==> src/rtl/wbu_commit_if.sv <==
// Execute-to-writeback result handshake: one result per valid/ready transfer.
interface wbu_commit_if #(
    parameter int unsigned XLEN = 64
);
    logic            exu_valid;
    logic            exu_ready;
    logic [XLEN-1:0] exu_pc;
    logic [4:0]      exu_rd;
    logic            exu_rd_wen;
    logic [XLEN-1:0] exu_dst_data;
    logic            exu_ecall;
    logic            exu_ebreak;

    modport master (
        output exu_valid,
        output exu_pc,
        output exu_rd,
        output exu_rd_wen,
        output exu_dst_data,
        output exu_ecall,
        output exu_ebreak,
        input  exu_ready
    );

    modport slave (
        input  exu_valid,
        input  exu_pc,
        input  exu_rd,
        input  exu_rd_wen,
        input  exu_dst_data,
        input  exu_ecall,
        input  exu_ebreak,
        output exu_ready
    );
endinterface

==> src/rtl/wbu_commit.sv <==
// RV64 write-back/commit stage: in-order result FIFO draining into the regfile port.
// Optional WBU_TRACE_EN: prints a commit trace and the trap verdict on halt.
module wbu_commit #(
    parameter int unsigned XLEN       = 64,
    parameter int unsigned FIFO_DEPTH = 2
) (
    input  logic             clk,
    input  logic             rst_n,
    wbu_commit_if.slave      exu,
    input  logic             wb_stall,
    input  logic [XLEN-1:0]  a0_data,
    output logic             rf_wen,
    output logic [4:0]       rf_waddr,
    output logic [XLEN-1:0]  rf_wdata,
    output logic             commit_valid,
    output logic [XLEN-1:0]  commit_pc,
    output logic             halt,
    output logic [XLEN-1:0]  halt_code,
    output logic [63:0]      retire_cnt
);

    localparam int unsigned AW = $clog2(FIFO_DEPTH);
    localparam int unsigned PW = AW + 1;

    typedef struct packed {
        logic [XLEN-1:0] pc;
        logic [4:0]      rd;
        logic            rd_wen;
        logic [XLEN-1:0] data;
        logic            ecall;
        logic            ebreak;
    } entry_t;

    typedef enum logic {
        RUN    = 1'b0,
        HALTED = 1'b1
    } state_e;

    state_e          state_q, state_d;
    logic [PW-1:0]   wr_ptr_q, wr_ptr_d;
    logic [PW-1:0]   rd_ptr_q, rd_ptr_d;
    logic            ready_q, ready_d;
    logic            rf_wen_q, rf_wen_d;
    logic [4:0]      rf_waddr_q, rf_waddr_d;
    logic [XLEN-1:0] rf_wdata_q, rf_wdata_d;
    logic            commit_valid_q, commit_valid_d;
    logic [XLEN-1:0] commit_pc_q, commit_pc_d;
    logic            halt_q, halt_d;
    logic [XLEN-1:0] halt_code_q, halt_code_d;
    logic [63:0]     retire_cnt_q, retire_cnt_d;

    entry_t          mem_q [FIFO_DEPTH];
    entry_t          head;
    entry_t          wr_entry;
    logic            empty;
    logic            push;
    logic            pop;

    // Full when the index bits match but the wrap bits differ.
    function automatic logic ptr_full(input logic [PW-1:0] wp, input logic [PW-1:0] rp);
        return (wp[AW] != rp[AW]) && (wp[AW-1:0] == rp[AW-1:0]);
    endfunction

    assign empty = (wr_ptr_q == rd_ptr_q);
    assign head  = mem_q[rd_ptr_q[AW-1:0]];
    assign push  = exu.exu_valid && ready_q;
    assign pop   = (state_q == RUN) && !empty && !wb_stall;

    assign wr_entry = '{
        pc:     exu.exu_pc,
        rd:     exu.exu_rd,
        rd_wen: exu.exu_rd_wen,
        data:   exu.exu_dst_data,
        ecall:  exu.exu_ecall,
        ebreak: exu.exu_ebreak
    };

    // Next-state and registered-output computation.
    always_comb begin
        state_d        = state_q;
        wr_ptr_d       = wr_ptr_q;
        rd_ptr_d       = rd_ptr_q;
        rf_wen_d       = 1'b0;
        rf_waddr_d     = rf_waddr_q;
        rf_wdata_d     = rf_wdata_q;
        commit_valid_d = 1'b0;
        commit_pc_d    = commit_pc_q;
        halt_d         = halt_q;
        halt_code_d    = halt_code_q;
        retire_cnt_d   = retire_cnt_q;

        if (push) begin
            wr_ptr_d = wr_ptr_q + PW'(1);
        end

        case (state_q)
            RUN: begin
                if (pop) begin
                    rd_ptr_d       = rd_ptr_q + PW'(1);
                    rf_wen_d       = head.rd_wen && (head.rd != 5'd0) && !head.ecall && !head.ebreak;
                    rf_waddr_d     = head.rd;
                    rf_wdata_d     = head.data;
                    commit_valid_d = 1'b1;
                    commit_pc_d    = head.pc;
                    retire_cnt_d   = retire_cnt_q + 64'd1;
                    if (head.ebreak) begin
                        state_d = HALTED;
                        halt_d  = 1'b1;
                        // The write to x10 landing at this edge is not yet visible on a0_data.
                        halt_code_d = (rf_wen_q && (rf_waddr_q == 5'd10)) ? rf_wdata_q : a0_data;
                    end
                end
            end
            HALTED: begin
                state_d = HALTED;
            end
            default: begin
                state_d = RUN;
            end
        endcase

        ready_d = (state_d == RUN) && !ptr_full(wr_ptr_d, rd_ptr_d);
    end

    // State and output registers.
    always_ff @(posedge clk or negedge rst_n) begin
        if (!rst_n) begin
            state_q        <= RUN;
            wr_ptr_q       <= '0;
            rd_ptr_q       <= '0;
            ready_q        <= 1'b1;
            rf_wen_q       <= 1'b0;
            rf_waddr_q     <= '0;
            rf_wdata_q     <= '0;
            commit_valid_q <= 1'b0;
            commit_pc_q    <= '0;
            halt_q         <= 1'b0;
            halt_code_q    <= '0;
            retire_cnt_q   <= '0;
        end else begin
            state_q        <= state_d;
            wr_ptr_q       <= wr_ptr_d;
            rd_ptr_q       <= rd_ptr_d;
            ready_q        <= ready_d;
            rf_wen_q       <= rf_wen_d;
            rf_waddr_q     <= rf_waddr_d;
            rf_wdata_q     <= rf_wdata_d;
            commit_valid_q <= commit_valid_d;
            commit_pc_q    <= commit_pc_d;
            halt_q         <= halt_d;
            halt_code_q    <= halt_code_d;
            retire_cnt_q   <= retire_cnt_d;
        end
    end

    // Storage has no reset; occupancy is governed entirely by the pointers.
    always_ff @(posedge clk) begin
        if (push) begin
            mem_q[wr_ptr_q[AW-1:0]] <= wr_entry;
        end
    end

    assign exu.exu_ready = ready_q;
    assign rf_wen        = rf_wen_q;
    assign rf_waddr      = rf_waddr_q;
    assign rf_wdata      = rf_wdata_q;
    assign commit_valid  = commit_valid_q;
    assign commit_pc     = commit_pc_q;
    assign halt          = halt_q;
    assign halt_code     = halt_code_q;
    assign retire_cnt    = retire_cnt_q;

`ifdef WBU_TRACE_EN
    // Halt only ever rises together with the EBREAK's own commit cycle.
    always_ff @(posedge clk) begin
        if (rst_n && commit_valid_q) begin
            $display("[WBU] pc=%h rd=x%0d data=%h wen=%0d", commit_pc_q, rf_waddr_q, rf_wdata_q, rf_wen_q);
            if (halt_q) begin
                if (halt_code_q == '0) begin
                    $display("[WBU] HIT GOOD TRAP at pc=%h", commit_pc_q);
                end else begin
                    $display("[WBU] HIT BAD TRAP at pc=%h code=%h", commit_pc_q, halt_code_q);
                end
            end
        end
    end
`else
`endif

endmodule

==> src/flat_wrapper.sv <==
// flat-port wrapper written by rule: the top's interface ports become plain ports
module wbu_commit_flat 
#(
    parameter int unsigned XLEN       = 64,
    parameter int unsigned FIFO_DEPTH = 2
)
  (clk, rst_n, wb_stall, a0_data, rf_wen, rf_waddr, rf_wdata, commit_valid, commit_pc, halt, halt_code, retire_cnt, exu_exu_valid, exu_exu_pc, exu_exu_rd, exu_exu_rd_wen, exu_exu_dst_data, exu_exu_ecall, exu_exu_ebreak, exu_exu_ready);
  wbu_commit_if #(.XLEN(XLEN)) exu_i ();
  input  logic clk;
  input  logic rst_n;
  input  logic wb_stall;
  input  logic [XLEN-1:0] a0_data;
  output logic rf_wen;
  output logic [4:0] rf_waddr;
  output logic [XLEN-1:0] rf_wdata;
  output logic commit_valid;
  output logic [XLEN-1:0] commit_pc;
  output logic halt;
  output logic [XLEN-1:0] halt_code;
  output logic [63:0] retire_cnt;
  input wire logic [$bits(exu_i.exu_valid)-1:0] exu_exu_valid;
  input wire logic [$bits(exu_i.exu_pc)-1:0] exu_exu_pc;
  input wire logic [$bits(exu_i.exu_rd)-1:0] exu_exu_rd;
  input wire logic [$bits(exu_i.exu_rd_wen)-1:0] exu_exu_rd_wen;
  input wire logic [$bits(exu_i.exu_dst_data)-1:0] exu_exu_dst_data;
  input wire logic [$bits(exu_i.exu_ecall)-1:0] exu_exu_ecall;
  input wire logic [$bits(exu_i.exu_ebreak)-1:0] exu_exu_ebreak;
  output wire logic [$bits(exu_i.exu_ready)-1:0] exu_exu_ready;
  assign exu_i.exu_valid = exu_exu_valid;
  assign exu_i.exu_pc = exu_exu_pc;
  assign exu_i.exu_rd = exu_exu_rd;
  assign exu_i.exu_rd_wen = exu_exu_rd_wen;
  assign exu_i.exu_dst_data = exu_exu_dst_data;
  assign exu_i.exu_ecall = exu_exu_ecall;
  assign exu_i.exu_ebreak = exu_exu_ebreak;
  assign exu_exu_ready = exu_i.exu_ready;
  wbu_commit #(.XLEN(XLEN), .FIFO_DEPTH(FIFO_DEPTH)) u_core (.clk(clk), .rst_n(rst_n), .exu(exu_i), .wb_stall(wb_stall), .a0_data(a0_data), .rf_wen(rf_wen), .rf_waddr(rf_waddr), .rf_wdata(rf_wdata), .commit_valid(commit_valid), .commit_pc(commit_pc), .halt(halt), .halt_code(halt_code), .retire_cnt(retire_cnt));
endmodule
==> config.mk <==
export PLATFORM = sky130hd
export DESIGN_NAME = wbu_commit_flat
export DESIGN_NICKNAME = d
export VERILOG_FILES = /design/src/rtl/wbu_commit_if.sv /design/src/rtl/wbu_commit.sv /design/src/flat_wrapper.sv
export SDC_FILE = /design/constraint.sdc
export NUM_CORES = 1
export LEC_CHECK = 0
export CAP_MARGIN = 0
export CORE_MARGIN = 4
export CORE_UTILIZATION = 55
export CTS_BUF_LIST = sky130_fd_sc_hd__clkbuf_8
export CTS_CLUSTER_SIZE = 25
export DETAILED_ROUTE_END_ITERATION = 16
export DONT_BUFFER_PORTS = 1
export PLACE_DENSITY_LB_ADDON = 0.1
export SLEW_MARGIN = 20
export SYNTH_ARGS = -nofsm -noshare
export SYNTH_HDL_FRONTEND = slang
export SYNTH_SLANG_ARGS = --single-unit
==> constraint.sdc <==
create_clock -name clk -period 7.6 [get_ports clk]
set_input_delay 1.52 -clock clk [delete_from_list [all_inputs] [get_ports clk]]
set_output_delay 1.52 -clock clk [all_outputs]
set_load 0.02 [all_outputs]
==> impl_metrics.csv, run 1 <==
group,metric,value,unit
worst_setup_path,r2r_setup_slack,4.27,ns
place,place.gp.congestion,0.806,
drt,first_drt_iteration_drcs,644,
global_routing,grt_util_all_layers,0.224,
worst_setup_path,cp.arrival,3.78,ns
drt,postRouteWirelength,46400,um
synthesis,dominant_combinational_cell_family_by_area_after_synthesis,"multiplexers",
global_routing,wire_length_of_the_first_global_routing_pass,70300,um
timing,final_hold_viol_count,0,
drt,drtPass1Iterations,5,
floorplan,die_area,40700,um2
worst_setup_path,regToRegEndpoint,"u_core.commit_pc[7]$_DFFE_PN0P_",
synthesis,proportion_of_synthesized_chip_area_in_sequential_cells,0.724,
synthesis,synth_nets,1657,
final_layout,postLayoutCellArea,22700,um2
synthesis,synth-seq-cells,542,
worst_hold_path,hold_start,"u_core.mem_q[0][36]$_DFFE_PP_",
floorplan,boundaryPins,469,
worst_setup_path,critical_path.reg2reg.startpoint,"u_core.rd_ptr_q[0]$_DFF_PN0_",
clocking,tritoncts_clock_tree,"done",
timing,worst_slew_pin_slew,1.05,ns
global_routing,vias_in_the_first_global_route,11500,
timing,drv_slew,0,
flow_run,maxCapViolCount,0,
drt,viasPerCell,5.63,
clocking,clock_transition_at_the_register_clock_pins_on_the_worst_setup_and_hold_paths_after_cts,0.06,ns
place,portBuffers,0,
worst_setup_path,setup.worst_path.end_class,"flip-flop",
clocking,clkLatencyLatePin,0.62,ns
synthesis,edff_count_synth,272,
place,postPlaceCellArea,21000,um2
global_routing,grt-ovfl-total,0,
synthesis,post_synth_instance_area,20600,um2
final_layout,share_of_post_route_cells_with_drive_strength_above_1,0.0941,
drt,routed-via-count,11400,
timing,clock-skew-final,0.0144,ns
synthesis,synth-compound-area-share,0.0515,
synthesis,synthSimpleGateAreaFrac,0.0800,
drt,count_of_antenna_violating_nets_left_after_detailed_routing,0,
clocking,clock_tree.buffer_depth,3,
worst_setup_path,timing.critical_path.fanout_max,94,
global_routing,initial_antenna_violation_count,1,
global_routing,maximum_number_of_pins_on_one_net_before_global_route_repair,271,
clocking,cts_made_buffers,86,
floorplan,initial_utilization,0.561,
floorplan,fp.dieH,202,um
worst_setup_path,worstSetupStartpointType,"flip-flop",
power_and_ir_drop,power_per_cell_area,380,nW/um2
synthesis,synth_adder_area_share,0.00182,
timing,fmax,300,MHz
synthesis,ys_types,44,
synthesis,async_flop_share,0.498,
clocking,postCtsHoldBufs,0,
timing,post-route-min-period,3.33,ns
synthesis,syn_avg_cell_area,14.2,um2
timing,relSlewSlack,0.292,
run_status,status,"finished, final reports clean",
worst_setup_path,r2r.worst_path.cells,5,
clocking,cts.sink_count,542,
floorplan,core.rowCount,70,
clocking,postCtsSetupRepairBufs,0,
timing,totalNegativeSetupSlack,0,ns
synthesis,yosysWarningCount,0,
worst_hold_path,min_path_cells,2,
drt,route.detailed.drc,0,
floorplan,die_width,202,um
place,dp_hpwl,30600,um
power_and_ir_drop,power.ir.vdd_worst,0.261,mV
timing,unrepaired_setup_endpoints_after_global_routing,"false",
worst_setup_path,critPathRequiredTime,8.05,ns
synthesis,synth-xor-area-share,0.0293,
worst_hold_path,worstHoldEndpoint,"u_core.rf_wdata[34]$_DFFE_PN0P_",
floorplan,core_area,36800,um2
timing,finalSetupViolCount,0,
drt,drt-wirelength-per-cell,23.0,um
final_layout,area.growth.synth_to_final,10.3,%
timing,final.period_utilization,0.439,
synthesis,synthFlopType,"sky130_fd_sc_hd__edfxtp_1",
power_and_ir_drop,static-leakage-power,9.76,nW
clocking,htree_num_levels,3,
clocking,root_buffer_master,"sky130_fd_sc_hd__clkbuf_8",
worst_hold_path,hold_path.class,"reg -> reg",
worst_setup_path,timing_worst_setup_path_type,"reg -> reg",
clocking,cts.repair.resized,0,
synthesis,yosys-mux-area-fraction,0.0961,
synthesis,synth_cells,1450,
final_layout,finish.net_count,1686,
==> cell usage after synthesis (all sizes together) (19+ instances only) <==
library cell / number / area [um2]
clkbuf: 39 / 146
nand2: 163 / 612
xnor2: 36 / 315
o21ai: 136 / 681
dfrtp: 269 / 6730
xor2: 33 / 289
a21oi: 68 / 340
edfxtp: 272 / 8170
nand3: 19 / 95.1
buf: 32 / 185
mux2i: 198 / 1980
nand4: 22 / 174
nor2: 84 / 318
==> worst max path at each step <==
stage	from	to	slack [ns]	cells after the start
after global placement	wb_stall	u_core.exu.exu_ready$_DFF_PN1_	4.04	7
after CTS	u_core.rd_ptr_q[0]$_DFF_PN0_	u_core.rf_wdata[41]$_DFFE_PN0P_	4.23	5
after floorplan	exu_exu_valid	u_core.mem_q[0][0]$_DFFE_PP_	2.23	2
final	u_core.rd_ptr_q[0]$_DFF_PN0_	u_core.commit_pc[7]$_DFFE_PN0P_	4.27	5
after global routing	u_core.rd_ptr_q[0]$_DFF_PN0_	u_core.rf_wdata[45]$_DFFE_PN0P_	3.97	5
after detailed placement	wb_stall	u_core.exu.exu_ready$_DFF_PN1_	3.99	7
==> cell type report <==
| type | instances | area (um2) |
|---|---|---|
| Clock inverter | 55 | 282 |
| Antenna cell | 2 | 5.00 |
| Fill cell | 2825 | 14000 |
| Timing Repair Buffer | 12 | 90.1 |
| Inverter | 8 | 30.0 |
| Sequential cell | 542 | 14900 |
| Multi-Input combinational cell | 829 | 5380 |
| Tap cell | 468 | 586 |
| Clock buffer | 105 | 1450 |
==> stage by stage <==
step,setup WS (ns),instances,util,total power [W],hold slack [ns]
4_1_cts,4.23,2019,0.618,0.00875,0.530
6_report,4.27,2021,0.618,0.00864,0.523
2_1_floorplan,2.23,1450,-,0.00581,0.469
5_1_grt,3.97,2019,0.618,0.00912,0.547
3_5_place_dp,3.99,1859,0.571,0.00632,0.523
3_3_place_gp,4.04,1859,0.571,0.00625,0.509
==> layer usage <==
layer / routed length (um) / global-route usage
met1: 17100 / 0.262
met2: 22400 / 0.360
met3: 5540 / 0.115
met4: 1360 / 0.0762
met5: 0 / 0
==> flip-flops by register name, summed over array words and instances, names as in the netlist <==
register              flops
u_core.commit_valid       1
u_core.halt_code         64
u_core.state_q            1
u_core.retire_cnt        64
u_core.rf_waddr           5
u_core.rf_wdata          64
u_core.rf_wen             1
u_core.mem_q            272
u_core.halt               1
u_core.commit_pc         64
u_core.wr_ptr_q           2
u_core.rd_ptr_q           2
u_core.exu.exu_ready      1
==> worst max-delay path, stage by stage (launching register included) <==
cell                      delay (ns)
sky130_fd_sc_hd__dfrtp_4        0.86
sky130_fd_sc_hd__xor2_1         0.31
sky130_fd_sc_hd__o21ai_4        0.26
sky130_fd_sc_hd__buf_4          0.61
sky130_fd_sc_hd__buf_4          0.76
sky130_fd_sc_hd__o21ai_0        0.23
==> power by group <==
group | internal, W | switching [W] | total [W]
clock | 0.00132 | 0.00109 | 0.00241
combinational | 0.000518 | 0.000688 | 0.00121
sequential | 0.00372 | 0.00130 | 0.00502
total | 0.00556 | 0.00308 | 0.00864
==> cells in the final DEF (no fill, tap or decap), types with 2 or more instances in the layout <==
master	netlist	final
sky130_fd_sc_hd__edfxtp_1	272	272
sky130_fd_sc_hd__dfrtp_1	269	268
sky130_fd_sc_hd__mux2i_1	198	198
sky130_fd_sc_hd__nand2_1	163	163
sky130_fd_sc_hd__o21ai_0	135	135
sky130_fd_sc_hd__clkbuf_8	0	105
sky130_fd_sc_hd__nor2_1	83	83
sky130_fd_sc_hd__a21oi_1	68	68
sky130_fd_sc_hd__inv_1	8	44
sky130_fd_sc_hd__xnor2_1	36	36
sky130_fd_sc_hd__xor2_1	33	33
sky130_fd_sc_hd__nand4_1	19	19
sky130_fd_sc_hd__nand3_1	19	19
sky130_fd_sc_hd__nor3_1	15	15
sky130_fd_sc_hd__buf_4	5	12
sky130_fd_sc_hd__and3_1	9	9
sky130_fd_sc_hd__nor4_1	9	9
sky130_fd_sc_hd__clkinv_1	0	8
sky130_fd_sc_hd__and4_1	6	6
sky130_fd_sc_hd__and2_1	5	5
sky130_fd_sc_hd__clkinv_2	0	5
sky130_fd_sc_hd__clkinvlp_4	0	3
sky130_fd_sc_hd__diode_2	0	2
sky130_fd_sc_hd__or2_2	2	2
sky130_fd_sc_hd__or4_1	2	2
sky130_fd_sc_hd__nor4b_1	2	2
sky130_fd_sc_hd__nor4bb_1	2	2
sky130_fd_sc_hd__nand3b_1	2	2
sky130_fd_sc_hd__nand4_4	2	2
sky130_fd_sc_hd__nor3_2	2	2
sky130_fd_sc_hd__ha_4	0	2
sky130_fd_sc_hd__bufinv_16	0	2
==> cell families (layout without fill, tap and decap cells) <==
logic type | count (synthesis) | in the layout
flops | 542 | 542
simple gates | 351 | 351
compound gates | 208 | 208
mux | 198 | 198
buf+inv | 79 | 180
xor+xnor | 69 | 69
fa+ha+maj | 3 | 3
other cells | 0 | 2
No activity file was read; power rests on OpenSTA's default activity.
==> inputs of run 2 (changes only) <==
==> constraint.sdc (replaced) <==
create_clock -name clk -period 3.45 [get_ports clk]
set_input_delay 0.69 -clock clk [delete_from_list [all_inputs] [get_ports clk]]
set_output_delay 0.69 -clock clk [all_outputs]
set_load 0.02 [all_outputs]
==> impl_metrics.csv, run 2 (synthesis gave the netlist of run 1 again) <==
group,metric,value,unit
worst_setup_path,timing_worst_setup_path_type,"reg -> reg",
floorplan,die_width,202,um
worst_setup_path,r2r.worst_path.cells,5,
global_routing,initial_antenna_violation_count,1,
final_layout,ff_latch_area,14900,um2
final_layout,postLayoutCellArea,22800,um2
global_routing,maximum_number_of_pins_on_one_net_before_global_route_repair,271,
final_layout,nFillCells,2807,
drt,count_of_antenna_violating_nets_left_after_detailed_routing,0,
timing,relSlewSlack,0.228,
global_routing,grt_use_met3,0.119,
final_layout,largest_reg_flops,272,
worst_setup_path,r2r_setup_slack,1.03,ns
timing,unrepaired_setup_endpoints_after_global_routing,"false",
worst_setup_path,critical_path.reg2reg.startpoint,"u_core.wr_ptr_q[0]$_DFF_PN0_",
drt,first_drt_iteration_drcs,556,
worst_setup_path,setup.worst_path.end_class,"flip-flop",
final_layout,finish.net_count,1691,
global_routing,vias_in_the_first_global_route,11500,
flow_run,maxCapViolCount,0,
run_status,status,"complete, but fails checks",
clocking,cts.repair.resized,0,
clocking,cts.sink_count,542,
clocking,tritoncts_clock_tree,"done",
timing,drv_slew,0,
clocking,clkLatencyLatePin,0.61,ns
timing,finalSetupViolCount,0,
clocking,root_buffer_master,"sky130_fd_sc_hd__clkbuf_8",
timing,fmax,413,MHz
timing,final.period_utilization,0.702,
floorplan,core_area,36800,um2
floorplan,fp.dieH,202,um
final_layout,leading_cell_types_in_the_layout_fill_and_taps_excluded,"sky130_fd_sc_hd__edfxtp_1, sky130_fd_sc_hd__dfrtp_1, sky130_fd_sc_hd__mux2i_1",
power_and_ir_drop,static-leakage-power,9.80,nW
drt,drt-wirelength-per-cell,22.8,um
worst_setup_path,cp.arrival,2.91,ns
timing,final_hold_viol_count,269,
drt,routed-via-count,11300,
drt,postRouteWirelength,45900,um
floorplan,core.rowCount,70,
final_layout,finish.utilization,0.620,
timing,post-route-min-period,2.42,ns
floorplan,boundaryPins,469,
run_status,violated_checks,"negative hold slack",
global_routing,gr-usage-met1,0.264,
clocking,htree_num_levels,3,
place,postPlaceCellArea,21100,um2
worst_setup_path,critPathRequiredTime,3.94,ns
drt,viasPerCell,5.61,
worst_setup_path,worstSetupStartpointType,"flip-flop",
floorplan,die_area,40700,um2
worst_setup_path,setup.worst_path.end,"u_core.retire_cnt[61]$_DFFE_PN0P_",
timing,clock-skew-final,0.0182,ns
floorplan,initial_utilization,0.561,
global_routing,grt_use_met2,0.352,
final_layout,area.growth.synth_to_final,10.6,%
place,place.gp.congestion,0.809,
final_layout,antenna_cells,0,
final_layout,most_common_library_cell_in_the_layout_ignoring_fill_and_taps,"sky130_fd_sc_hd__edfxtp_1",
power_and_ir_drop,power.ir.vdd_worst,0.695,mV
clocking,clock_tree.buffer_depth,3,
final_layout,share_of_post_route_cells_with_drive_strength_above_1,0.0935,
final_layout,area_used_by_multi_input_combinational_logic,5380,um2
drt,route.detailed.drc,0,
global_routing,grt-ovfl-total,0,
clocking,postCtsSetupRepairBufs,0,
clocking,cts_made_buffers,86,
worst_hold_path,hold_path.class,"in -> async",
global_routing,grt_util_all_layers,0.223,
place,dp_hpwl,30100,um
worst_setup_path,regToRegEndpoint,"u_core.retire_cnt[61]$_DFFE_PN0P_",
power_and_ir_drop,power_per_cell_area,827,nW/um2
worst_setup_path,timing.critical_path.fanout_max,12,
clocking,clock_transition_at_the_register_clock_pins_on_the_worst_setup_and_hold_paths_after_cts,0.06,ns
timing,finalHoldWorstSlack,-0.234,ns
worst_setup_path,crit_path_start,"u_core.wr_ptr_q[0]$_DFF_PN0_",
timing,worst_slew_pin_slew,1.16,ns
global_routing,layer_with_the_highest_usage_after_global_routing,"met2",
global_routing,wire_length_of_the_first_global_routing_pass,70100,um
place,portBuffers,0,
drt,drtPass1Iterations,5,
-- run 2: worst min path at each step --
stage	start	end	slack [ns]	depth (start not counted)
2_1_floorplan	rst_n	u_core.commit_pc[0]$_DFFE_PN0P_	0.39	0
6_report	rst_n	u_core.retire_cnt[52]$_DFFE_PN0P_	-0.23	0
3_3_place_gp	rst_n	u_core.retire_cnt[52]$_DFFE_PN0P_	0.40	0
5_1_grt	rst_n	u_core.retire_cnt[50]$_DFFE_PN0P_	-0.29	0
3_5_place_dp	rst_n	u_core.retire_cnt[52]$_DFFE_PN0P_	0.40	0
4_1_cts	rst_n	u_core.retire_cnt[52]$_DFFE_PN0P_	-0.28	0
-- run 2: critical path, cell delays in order (launching register included) --
cell and delay, ns:
sky130_fd_sc_hd__dfrtp_1 0.48, sky130_fd_sc_hd__xor2_1 0.45, sky130_fd_sc_hd__o2111ai_2 0.35, sky130_fd_sc_hd__and4b_1 0.68, sky130_fd_sc_hd__nand4_1 0.17, sky130_fd_sc_hd__xnor2_1 0.16
-- run 2: final cells by class --
| type | count | area share |
|---|---|---|
| clock buffer | 103 | 0.0621 |
| clock inverter | 52 | 0.0101 |
| inverter | 8 | 0.00132 |
| multi-input combinational | 829 | 0.236 |
| sequential | 542 | 0.654 |
| tap | 468 | 0.0257 |
| timing repair buffer | 17 | 0.0109 |
-- run 2: per-layer routing --
layer | vias to the layer above | routed length (um)
met2 | 412 | 21800
met4 | 2 | 1380
met3 | 88 | 5430
met5 | - | 13
met1 | 5535 | 17400
li1 | 5291 | -
-- run 2: per-stage QoR --
step                      setup TNS (ns)  total power, W  setup slack (ns)  std cells  hold slack, ns
after floorplan                  -297.45          0.0128             -1.09       1450           0.394
after global placement                 0          0.0138              1.02       1863           0.401
after detailed placement               0          0.0140             0.929       1863           0.401
after CTS                              0          0.0191              1.02       2018          -0.282
after global routing                   0          0.0199             0.787       2019          -0.286
final                                  0          0.0189              1.03       2019          -0.234
-- run 2: power by group --
part | switching (W) | internal [W]
sequential | 0.00272 | 0.00820
clock | 0.00235 | 0.00277
combinational | 0.00162 | 0.00121
